===== src/rtl/spm_mul_core_if.sv =====
// Operand/result bundle between the Wishbone front-end and the SPM core.
// No latency of its own; pure wiring.
// No backpressure: start is a one-shot request, done a one-shot response.
interface spm_mul_core_if #(
    parameter int WIDTH = 32
);
    logic                 start;
    logic [WIDTH-1:0]     mc;
    logic [WIDTH-1:0]     mp;
    logic                 busy;
    logic                 done;
    logic [2*WIDTH-1:0]   prod;

    // Front-end drives operands and start, core returns status and product
    modport master (output start, mc, mp, input busy, done, prod);
    modport slave  (input start, mc, mp, output busy, done, prod);
endinterface


===== src/rtl/spm_mul_core.sv =====
// Serial-parallel multiplier: unsigned mc*mp, one product bit per clock, LSB first.
// Latency: start in cycle 0, busy cycles 1..2*WIDTH, done pulse in cycle 2*WIDTH+1.
// No backpressure: start is accepted only in IDLE or DONE and ignored while running.
module spm_mul_core #(
    parameter int WIDTH = 32
) (
    input  logic          wb_clk_i,
    input  logic          wb_rst_i,
    spm_mul_core_if.slave bus
);
    localparam int PW = 2 * WIDTH;
    localparam int CW = $clog2(PW);

    typedef enum logic [1:0] {IDLE, RUN, DONE} state_t;

    state_t            state_q, state_d;
    logic [CW-1:0]     count_q, count_d;
    logic [WIDTH-1:0]  mc_q, mc_d;
    logic [WIDTH-1:0]  mp_sr_q, mp_sr_d;
    // Sum flops hold the sums of slices 1..WIDTH-1, already aligned to the slice below
    logic [WIDTH-2:0]  s_q, s_d;
    logic [WIDTH-1:0]  c_q, c_d;
    // Product bits shifted out so far; the final bit comes straight from slice 0
    logic [PW-2:0]     psr_q, psr_d;
    logic [PW-1:0]     prod_q, prod_d;

    logic [WIDTH-1:0]  pp;
    logic [WIDTH-1:0]  s_in;
    logic [WIDTH-1:0]  sum_c;
    logic [WIDTH-1:0]  car_c;
    logic              accept;
    logic              last;
    logic              busy_c;
    logic              done_c;

    // mp_sr fills with zeros, so the serial bit is 0 once the multiplier is exhausted
    assign pp     = mc_q & {WIDTH{mp_sr_q[0]}};
    assign s_in   = {1'b0, s_q};
    assign sum_c  = pp ^ s_in ^ c_q;
    assign car_c  = (pp & s_in) | (pp & c_q) | (s_in & c_q);

    assign accept = bus.start && ((state_q == IDLE) || (state_q == DONE));
    assign last   = (count_q == CW'(PW - 1));

    // State register
    always_ff @(posedge wb_clk_i) begin
        if (wb_rst_i) begin
            state_q <= IDLE;
        end else begin
            state_q <= state_d;
        end
    end

    // Next state and status outputs
    always_comb begin
        state_d = state_q;
        busy_c  = 1'b0;
        done_c  = 1'b0;
        case (state_q)
            IDLE: begin
                if (accept) state_d = RUN;
            end
            RUN: begin
                busy_c = 1'b1;
                if (last) state_d = DONE;
            end
            DONE: begin
                done_c  = 1'b1;
                state_d = accept ? RUN : IDLE;
            end
            default: state_d = IDLE;
        endcase
    end

    // Carry-save row step, operand capture and product hand-off
    always_comb begin
        count_d = count_q;
        mc_d    = mc_q;
        mp_sr_d = mp_sr_q;
        s_d     = s_q;
        c_d     = c_q;
        psr_d   = psr_q;
        prod_d  = prod_q;
        if (accept) begin
            mc_d    = bus.mc;
            mp_sr_d = bus.mp;
            s_d     = '0;
            c_d     = '0;
            psr_d   = '0;
            count_d = '0;
        end else if (state_q == RUN) begin
            mp_sr_d = mp_sr_q >> 1;
            s_d     = sum_c[WIDTH-1:1];
            c_d     = car_c;
            psr_d   = {sum_c[0], psr_q[PW-2:1]};
            count_d = last ? '0 : count_q + CW'(1);
            // Result is published only once all bits are in
            if (last) prod_d = {sum_c[0], psr_q};
        end
    end

    // Datapath registers
    always_ff @(posedge wb_clk_i) begin
        if (wb_rst_i) begin
            count_q <= '0;
            mc_q    <= '0;
            mp_sr_q <= '0;
            s_q     <= '0;
            c_q     <= '0;
            psr_q   <= '0;
            prod_q  <= '0;
        end else begin
            count_q <= count_d;
            mc_q    <= mc_d;
            mp_sr_q <= mp_sr_d;
            s_q     <= s_d;
            c_q     <= c_d;
            psr_q   <= psr_d;
            prod_q  <= prod_d;
        end
    end

    assign bus.busy = busy_c;
    assign bus.done = done_c;
    assign bus.prod = prod_q;
endmodule

===== src/flat_wrapper.sv =====
// flat-port wrapper written by rule: the top's interface ports become plain ports
module spm_mul_core_flat 
#(
    parameter int WIDTH = 32
)
  (wb_clk_i, wb_rst_i, bus_start, bus_mc, bus_mp, bus_busy, bus_done, bus_prod);
  spm_mul_core_if #(.WIDTH(WIDTH)) bus_i ();
  input  logic wb_clk_i;
  input  logic wb_rst_i;
  input wire logic [$bits(bus_i.start)-1:0] bus_start;
  input wire logic [$bits(bus_i.mc)-1:0] bus_mc;
  input wire logic [$bits(bus_i.mp)-1:0] bus_mp;
  output wire logic [$bits(bus_i.busy)-1:0] bus_busy;
  output wire logic [$bits(bus_i.done)-1:0] bus_done;
  output wire logic [$bits(bus_i.prod)-1:0] bus_prod;
  assign bus_i.start = bus_start;
  assign bus_i.mc = bus_mc;
  assign bus_i.mp = bus_mp;
  assign bus_busy = bus_i.busy;
  assign bus_done = bus_i.done;
  assign bus_prod = bus_i.prod;
  spm_mul_core #(.WIDTH(WIDTH)) u_core (.wb_clk_i(wb_clk_i), .wb_rst_i(wb_rst_i), .bus(bus_i));
endmodule

===== config.mk =====
export PLATFORM = sky130hd
export DESIGN_NAME = spm_mul_core_flat
export DESIGN_NICKNAME = d
export VERILOG_FILES = /design/src/rtl/spm_mul_core_if.sv /design/src/rtl/spm_mul_core.sv /design/src/flat_wrapper.sv
export SDC_FILE = /design/constraint.sdc
export NUM_CORES = 1
export LEC_CHECK = 0
export BUFFER_PORTS_ARGS = -buffer_cell sky130_fd_sc_hd__buf_2
export CAP_MARGIN = 20
export CORE_ASPECT_RATIO = 1.4
export CORE_MARGIN = 2
export CORE_UTILIZATION = 50
export DETAILED_ROUTE_END_ITERATION = 8
export PLACE_DENSITY = 0.7
export SYNTH_ARGS = -nofsm -noshare
export SYNTH_HDL_FRONTEND = slang
export SYNTH_SLANG_ARGS = --single-unit

===== constraint.sdc =====
create_clock -name wb_clk_i -period 3.52 [get_ports wb_clk_i]
set_clock_uncertainty 0.15 [all_clocks]
set_input_delay 0.704 -clock wb_clk_i [delete_from_list [all_inputs] [get_ports wb_clk_i]]
set_output_delay 0.704 -clock wb_clk_i [all_outputs]
set_load 0.02 [all_outputs]

==> impl_metrics.csv, run 1 <==
group,metric,value,unit
drt,drc,0,
synth,synth-async-reset-ratio,0,%
die,fp.dieW,127,um
worst_setup_path,critical_path_class,"reg2out",
worst_setup_path,critPathBufInv,2,
drt,firstDrtPassIters,4,
drt,num_vias,8514,
drt,viasPerCell,5.41,
clock_network,postCtsHoldBufs,0,
clock_network,cts_tree,"built",
clock_network,htree_levels,1,
drt,ant_nets,0,
grt,grt_pass1_vias,8157,
grt,grt_pass1_wl,38300,um
synth,synth_area,0.0106,mm2
timing,setup_viol,0,
power,total_power,6.25,mW
synth,synthCells,1233,
final_layout,areaGrowthSynthToFinish,13.2,%
grt,grt_max_degree,139,
die,core,0.0206,mm2
final_layout,final_nets,1396,
synth,synth_top_area_share,49.7,%
status,status,"completed",
min_path,worstHoldPathType,"in2reg",
synth,yosysSeqAreaShare,49.7,%
synth,synth_top_area_cell,"dfxtp_1",
synth,synth_edf_count,0,
clock_network,clock-root-buffer,"clkbuf_16",
synth,synthesis.nets,1333,
final_layout,drive_above_1_share,16.7,%
clock_network,cts.clk_slew.worst_paths,60,ps
synth,synthFlopType,"dfxtp_1",
timing,slew_violations,0,
timing,rsz0062_at_grt,"false",
worst_setup_path,critical_path.top_delay_family,"flip-flops",
run,maxCapViolations,0,
power,vdd_drop_max,0.459,mV
synth,synthTopCellsByArea,"dfxtp_1 50%, nand2_1 8.2%, a21oi_1 7.9%, fa_1 5.9%, nand3_1 3.0%",
final_layout,fin_cells,1573,
worst_setup_path,cp-start-kind,"flop",
drt,drtIter0Drc,542,
drt,wirelength,22700,um
grt,track_usage,20.3,%
synth,syn_avg_cell_area,8.56,um2
clock_network,cts.sinks,262,
drt,drt-wirelength-per-cell,14.4,um
timing,fin_crit_sh,72.9,%
worst_setup_path,worst_setup_path_end_kind,"output port",
synth,synth_seq_cells,262,
power,power.density,524,mW/mm2
timing,fin_crit,2560,ps
grt,antenna_found_initial,2,
worst_setup_path,crit_slowest_cell,"dfxtp_1",
die,start_util,51.1,%
timing,slew_headroom,32.9,%
grt,grt_overflow,0,
place,place.gp.congestion,0.793,
place,io_buffers,132,
worst_setup_path,crit_required,2670,ps
synth,synth_warnings,0,
clock_network,post_cts_buffers,0,
place,dp.cells,1524,
timing,finalHoldViolCount,0,
worst_setup_path,critPathMaxStageDelay,550,ps
worst_setup_path,worstPathCellList,"nand2b_4 -> inv_6 -> buf_2",
final_layout,fillCellCount,1925,
die,rows,62,
clock_network,cts_buffers,26,
synth,synth_cell_types,34,
clock_network,clkLatencyLatePin,520,ps
die,dieArea,0.0223,mm2
timing,worstMarginPinSlew,1010,ps
clock_network,cts.repair.resized,0,
worst_setup_path,crit_arrival,1710,ps
die,ioPinCount,133,
timing,fin_tns_setup,0,ps
power,p_leak,4.14,nW
die,die_y,176,um
worst_setup_path,crit_fanout,45,
timing,max_freq,0.390,GHz
clock_network,cts_max_path_buffers,3,
place,hpwl,13600,um
## metal layers
layer	routed length (um)	track usage (%)	part of all wire, %	vias up
met5	0	0	0	-
met1	10100	25.7	45	4043
met4	543	6.91	2.4	0
li1	-	-	-	4272
met2	11200	35.7	49	165
met3	811	2.50	3.6	34
## per-stage QoR
step / worst slack (ps) / util (%) / hold WS, ps / area [um2]
after CTS: 905 / 57.9 / 244 / 11900
after global routing: 839 / 57.9 / 257 / 11900
after floorplan: 1690 / - / 282 / 10600
after detailed placement: 1290 / 53.9 / 296 / 11100
after global placement: 1390 / 53.9 / 294 / 11100
final: 955 / 57.9 / 271 / 11900
## power by group
part / switching (mW) / total [mW] / internal, mW
combinational: 0.343 / 0.519 / 0.176
sequential: 0.0552 / 3.12 / 3.07
clock: 1.12 / 2.61 / 1.49
total: 1.52 / 6.25 / 4.73
## layout make-up
cell class                      count  area, um2  share of cell area, %
Antenna cell                        2       5.00                 0.0419
Clock buffer                       37        753                   6.31
Clock inverter                     10       55.1                  0.461
Inverter                           63        241                   2.02
Multi-Input combinational cell    796       4500                   37.7
Sequential cell                   262       5250                   43.9
Tap cell                          256        320                   2.68
Timing Repair Buffer              147        826                   6.91
## kinds of logic (layout without fill, tap and decap cells)
logic type                 Yosys count  count (layout)  share of synthesized area, %
xor gates and xnor gates             1               1                        0.0830
DFF                                262             262                          49.7
AOI/OAI and AO/OA                  329             329                          18.7
adders and majority gates           33              33                          6.12
and+or+nand+nor                    432             432                          17.3
other                                0               2                             0
buffers and inverters              175             257                          7.99
muxes                                1               1                        0.0948
## synth_stat cells (all sizes together) (2+ instances only)
master,instances
inv,63
dfxtp,262
a311oi,4
a21oi,166
o21ai,65
nand2b,3
buf,73
and3,2
nand2,230
nor2,64
a211oi,62
nor2b,2
o22ai,30
nand3,64
fa,31
nor3,62
clkbuf,39
ha,2
## worst min-delay path, stage by stage
cell,delay (ps)
buf_2,90
nand2_1,40
a21oi_1,50
## layout by cell type, fill, tap and decap left out, types with 4 or more instances in the layout
cell / count
inv_1: 62
clkinv_2: 8
clkbuf_16: 27
nor3_1: 62
nand3_1: 63
fa_1: 31
a21oi_1: 166
buf_4: 12
o22ai_1: 30
buf_2: 131
clkbuf_1: 6
buf_12: 4
o21ai_0: 64
a211oi_2: 20
a211oi_1: 42
nor2_1: 64
clkbuf_8: 4
dfxtp_1: 262
nand2_1: 230
## worst paths after layout
kind                                        from                         endpoint  slack (ps)  cells after the start
setup / recovery  u_core.state_q[0]$_SDFFE_PP0P_                         bus_busy         960                      3
hold / removal                        bus_mc[25]     u_core.mc_q[25]$_SDFFE_PP0N_         270                      3
setup reg to reg  u_core.state_q[0]$_SDFFE_PP0P_  u_core.mp_sr_q[30]$_SDFFE_PP0P_        1380                      5
hold reg to reg      u_core.mc_q[5]$_SDFFE_PP0N_      u_core.mc_q[5]$_SDFFE_PP0N_         300                      2
## flip-flops by register name, summed over array words and instances (netlist names)
register / cells
u_core.bus.prod: 64
u_core.s_q: 31
u_core.state_q: 2
u_core.count_q: 6
u_core.psr_q: 63
u_core.c_q: 32
u_core.mp_sr_q: 32
u_core.mc_q: 32
(Power assumes the default switching activity.)
==> inputs of run 2 (changes only) <==
Settings changed: PLACE_DENSITY 0.7 to 0.73.
Clock period 3.52 ns to 2.28 ns, I/O delays scaled along.
==> run 2 against run 1 <==
Non-clock buffer count is 6 higher. Worst hold slack worse by 240 ps. Count of clock-buffer cells in the layout is 5 lower. Global-route usage is 0.33 points lower. Power is 51% higher. Sequential share of layout area is 0.14 points lower. First-iteration DRC count is 4.6% higher. Design area is 0.34% higher. Cell count is 0.25% lower. Via count hardly changed. Routed wire length is 2.2% lower.
==> impl_metrics.csv, run 2 (synthesized netlist as in run 1, its figures left out) <==
group,metric,value,unit
place,io_buffers,132,
final_layout,drive_above_1_share,16.8,%
worst_setup_path,crit_fanout,32,
clock_network,cts.clk_slew.worst_paths,60,ps
clock_network,postCtsHoldBufs,0,
clock_network,htree_levels,1,
worst_setup_path,worstPathCellList,"nand2b_4 -> clkinv_8 -> buf_2",
timing,setup_viol,0,
worst_setup_path,crit_required,1670,ps
timing,worstMarginPinSlew,569,ps
timing,finalHoldViolCount,0,
clock_network,clock-root-buffer,"clkbuf_16",
worst_setup_path,crit_arrival,1510,ps
final_layout,largest_register_ffs,64,
timing,slew_violations,0,
grt,track_usage,19.9,%
drt,drtIter0Drc,567,
place,place.gp.congestion,0.736,
worst_setup_path,worst_setup_path_end_kind,"output port",
grt,antenna_found_initial,1,
timing,slew_headroom,62.1,%
timing,fin_crit_sh,93.0,%
drt,drt-wirelength-per-cell,14.1,um
worst_setup_path,critPathMaxStageDelay,420,ps
final_layout,final_cell_mix,"261 x dfxtp_1, 230 x nand2_1, 166 x a21oi_1, 131 x buf_2",
die,die_y,176,um
status,status,"completed",
timing,max_freq,0.472,GHz
grt,grt_pass1_wl,38000,um
die,fp.dieW,127,um
timing,rsz0062_at_grt,"false",
final_layout,final_nets,1402,
clock_network,cts_max_path_buffers,3,
drt,wirelength,22200,um
die,start_util,51.1,%
power,vdd_drop_max,0.543,mV
clock_network,cts.sinks,262,
timing,fin_tns_setup,0,ps
power,p_leak,4.16,nW
clock_network,cts_tree,"built",
final_layout,areaGrowthSynthToFinish,13.6,%
final_layout,stdcell_area,0.0120,mm2
worst_setup_path,critical_path_class,"reg2out",
die,core,0.0206,mm2
min_path,worstHoldPathType,"in2reg",
drt,ant_nets,0,
grt,grt_overflow,0,
timing,hold_slack,27.2,ps
power,power.density,786,mW/mm2
die,ioPinCount,133,
die,dieArea,0.0223,mm2
place,hpwl,13600,um
place,place_area,0.0112,mm2
final_layout,final_common_cell,"dfxtp_1",
drt,firstDrtPassIters,5,
timing,fin_crit,2120,ps
clock_network,clkLatencyLatePin,510,ps
drt,viasPerCell,5.43,
drt,drc,0,
grt,grt_max_degree,131,
die,rows,62,
run,maxCapViolations,0,
worst_setup_path,crit_slowest_cell,"dfxtp_1",
clock_network,cts_buffers,25,
drt,num_vias,8521,
worst_setup_path,cp-start-kind,"flop",
grt,grt_pass1_vias,8135,
## run 2: cell count changes in the layout (fill, tap and decap cells not counted), sizes merged
cell | before | now
clkbuf | 37 | 32
nand2b | 3 | 4
clkinvlp | 2 | 0
buf | 147 | 153
clkinv | 8 | 5
diode | 2 | 1
## run 2: stage by stage
stage	std cells	utilization, %	power, mW	setup slack (ps)
after detailed placement	1528	54.4	5.74	267
after floorplan	1233	-	5.54	572
after global routing	1568	58.1	9.84	73.1
after CTS	1566	58.0	9.53	11.2
after global placement	1528	54.4	5.71	338
final	1569	58.1	9.42	160
## run 2: power by group
group / switching (mW) / internal, mW
Sequential: 0.0881 / 4.74
Combinational: 0.523 / 0.292
Clock: 1.66 / 2.12
## run 2: worst paths after layout
check / start / end / slack [ps] / cells after the start
max reg2reg: u_core.count_q[0]$_SDFFE_PP0P_ / u_core.bus.prod[63]$_SDFFE_PP0P_ / 460 / 5
max: u_core.state_q[1]$_SDFFE_PP0P_ / bus_busy / 160 / 3
min reg2reg: u_core.mc_q[28]$_SDFFE_PP0N_ / u_core.mc_q[28]$_SDFFE_PP0N_ / 300 / 2
min: bus_mc[19] / u_core.mc_q[19]$_SDFFE_PP0N_ / 30 / 3
## run 2: repair_timing
action / CTS / global route
setup endpoints to repair: 1 / 1
buffers inserted: 0 / 2
gates cloned: 1 / 0
gates resized for setup: 2 / 1
pin swaps: 0 / 0
## run 2: critical path, delay by kind of cell, from the launching register on
family / cells / cell delay (ps)
and+or+nand+nor: 1 / 220
buffers and inverters: 2 / 350
DFF: 1 / 420
## run 2: layer usage
layer | wire length, um | vias up | share of wire, % | GRT usage (%)
li1 | - | 4297 | - | -
met1 | 10000 | 3996 | 45 | 26.4
met2 | 10700 | 183 | 48 | 33.9
met3 | 960 | 45 | 4.3 | 2.77
met4 | 515 | 0 | 2.3 | 6.04
met5 | 0 | - | 0 | 0
## run 2: area by class of cell
class,instances,area [um2]
diodes,1,2.50
clock buffers,32,692
clock inverters,5,35.0
fillers,1847,8650
inverters,63,249
multi-input cells,797,4510
flip-flops and latches,262,5250
well taps,256,320
repair buffers,153,933
==> inputs of run 3 (changes only) <==
Settings changed: PLACE_DENSITY 0.73 to 0.8.
==> run 3 against run 2 <==
Design area is 0.18% higher. Critical path type unchanged. Global-route usage is 0.35 points lower. Worst setup slack worse by 55 ps. Die area stayed put. Critical path depth stayed put. Highest routed layer is now met5. Cell count is 0.25% higher. Maximum frequency is 2.5% lower. Worst hold slack worse by 6.9 ps. Utilization is 0.10 points higher.
==> impl_metrics.csv, run 3 (synthesized netlist as in run 1, its figures left out) <==
group,metric,value,unit
clock_network,post_cts_buffers,0,
clock_network,htree_levels,1,
grt,grt_use_met3,2.71,%
final_layout,multiInputGateArea,0.00450,mm2
worst_setup_path,cp-start-kind,"flop",
clock_network,cts_buffers,25,
power,total_power,9.47,mW
final_layout,final_common_cell,"dfxtp_1",
drt,firstDrtPassIters,5,
worst_setup_path,crit_required,1670,ps
timing,fin_tns_setup,0,ps
timing,fin_crit,2170,ps
clock_network,cts_max_path_buffers,3,
timing,worstMarginPinSlew,561,ps
timing,setup_viol,0,
drt,wirelength,21900,um
grt,grt_max_degree,131,
grt,track_usage,19.6,%
clock_network,cts_tree,"built",
min_path,worstHoldPathType,"in2reg",
die,start_util,51.1,%
final_layout,final_cell_mix,"261 x dfxtp_1, 230 x nand2_1, 166 x a21oi_1, 131 x buf_2",
drt,drt-wirelength-per-cell,13.9,um
timing,rsz0062_at_grt,"false",
grt,grt_pass1_wl,37200,um
final_layout,largest_register_ffs,64,
status,status,"completed",
die,fp.dieW,127,um
timing,slew_headroom,62.6,%
final_layout,fillCellCount,1813,
drt,ant_nets,0,
die,dieArea,0.0223,mm2
clock_network,clkLatencyLatePin,520,ps
die,ioPinCount,133,
power,vdd_drop_max,0.599,mV
grt,grt_use_met1,25.4,%
clock_network,clock-root-buffer,"clkbuf_16",
worst_setup_path,crit_fanout,38,
timing,finalHoldViolCount,0,
final_layout,final_nets,1399,
timing,slew_violations,0,
place,io_buffers,132,
grt,grt_overflow,0,
die,die_y,176,um
timing,max_freq,0.460,GHz
drt,drc,0,
power,p_leak,4.15,nW
final_layout,drive_above_1_share,16.5,%
worst_setup_path,crit_arrival,1570,ps
drt,viasPerCell,5.40,
worst_setup_path,worst_setup_path_end_kind,"output port",
clock_network,cts.clk_slew.worst_paths,60,ps
grt,antenna_found_initial,3,
drt,drtIter0Drc,631,
timing,fin_crit_sh,95.4,%
grt,grt_pass1_vias,8068,
die,core,0.0206,mm2
die,rows,62,
run,maxCapViolations,0,
grt,grt-busiest-layer,"met2",
place,place.gp.congestion,0.764,
final_layout,areaGrowthSynthToFinish,13.8,%
drt,num_vias,8487,
place,hpwl,13600,um
power,power.density,788,mW/mm2
worst_setup_path,critical_path_class,"reg2out",
final_layout,seqCellArea,0.00525,mm2
grt,globalRouteMet2Util,33.9,%
clock_network,cts.sinks,262,
==> run 3: timing repair <==
item,CTS,global route
resized for setup,1,0
endpoints found under the hold margin,1,0
endpoints found under the setup margin,1,0
hold buffers,1,0
==> run 3: worst paths after layout <==
check	depth (start not counted)	start	end	slack, ps
worst min-delay path	3	bus_mc[5]	u_core.mc_q[5]$_SDFFE_PP0N_	20
worst max register to register	5	u_core.count_q[0]$_SDFFE_PP0P_	u_core.bus.prod[26]$_SDFFE_PP0P_	470
worst max-delay path	3	u_core.state_q[0]$_SDFFE_PP0P_	bus_busy	110
worst min register to register	2	u_core.mc_q[31]$_SDFFE_PP0N_	u_core.mc_q[31]$_SDFFE_PP0N_	300
==> run 3: layout make-up <==
type / instances / share of cell area, %
Sequential cell: 262 / 43.7
Multi-Input combinational cell: 796 / 37.5
Timing Repair Buffer: 151 / 7.88
Clock buffer: 38 / 5.95
Tap cell: 256 / 2.67
Inverter: 63 / 2.01
Clock inverter: 5 / 0.292
Antenna cell: 2 / 0.0417
==> run 3: worst max-delay path, cell delays in order, from the launching register on <==
cell and delay, ps:
dfxtp_2 430, nand2b_4 100, inv_6 260, buf_2 240
==> run 3: routing by layer <==
| layer | vias to the layer above | wire length (um) | share of wire [%] |
|---|---|---|---|
| met1 | 3919 | 9350 | 43 |
| met4 | 2 | 509 | 2.3 |
| met3 | 42 | 1270 | 5.8 |
| met2 | 245 | 10800 | 49 |
| met5 | - | 11 | 0.050 |
| li1 | 4279 | - | - |
==> run 3: stage by stage <==
stage          setup WS, ps  cells  utilization [%]  instance area, um2  hold slack [ps]
2_1_floorplan           572   1233                -               10600              282
3_3_place_gp            480   1527             54.5               11200              290
3_5_place_dp            426   1527             54.5               11200              297
4_1_cts                76.8   1571             58.2               12000             1.26
5_1_grt                45.5   1573             58.2               12000             12.8
6_report                106   1573             58.2               12000             20.3
==> run 3: power breakdown <==
part / switching, mW / internal, mW
clock: 1.67 / 2.15
sequential: 0.0842 / 4.74
combinational: 0.525 / 0.292
total: 2.28 / 7.18
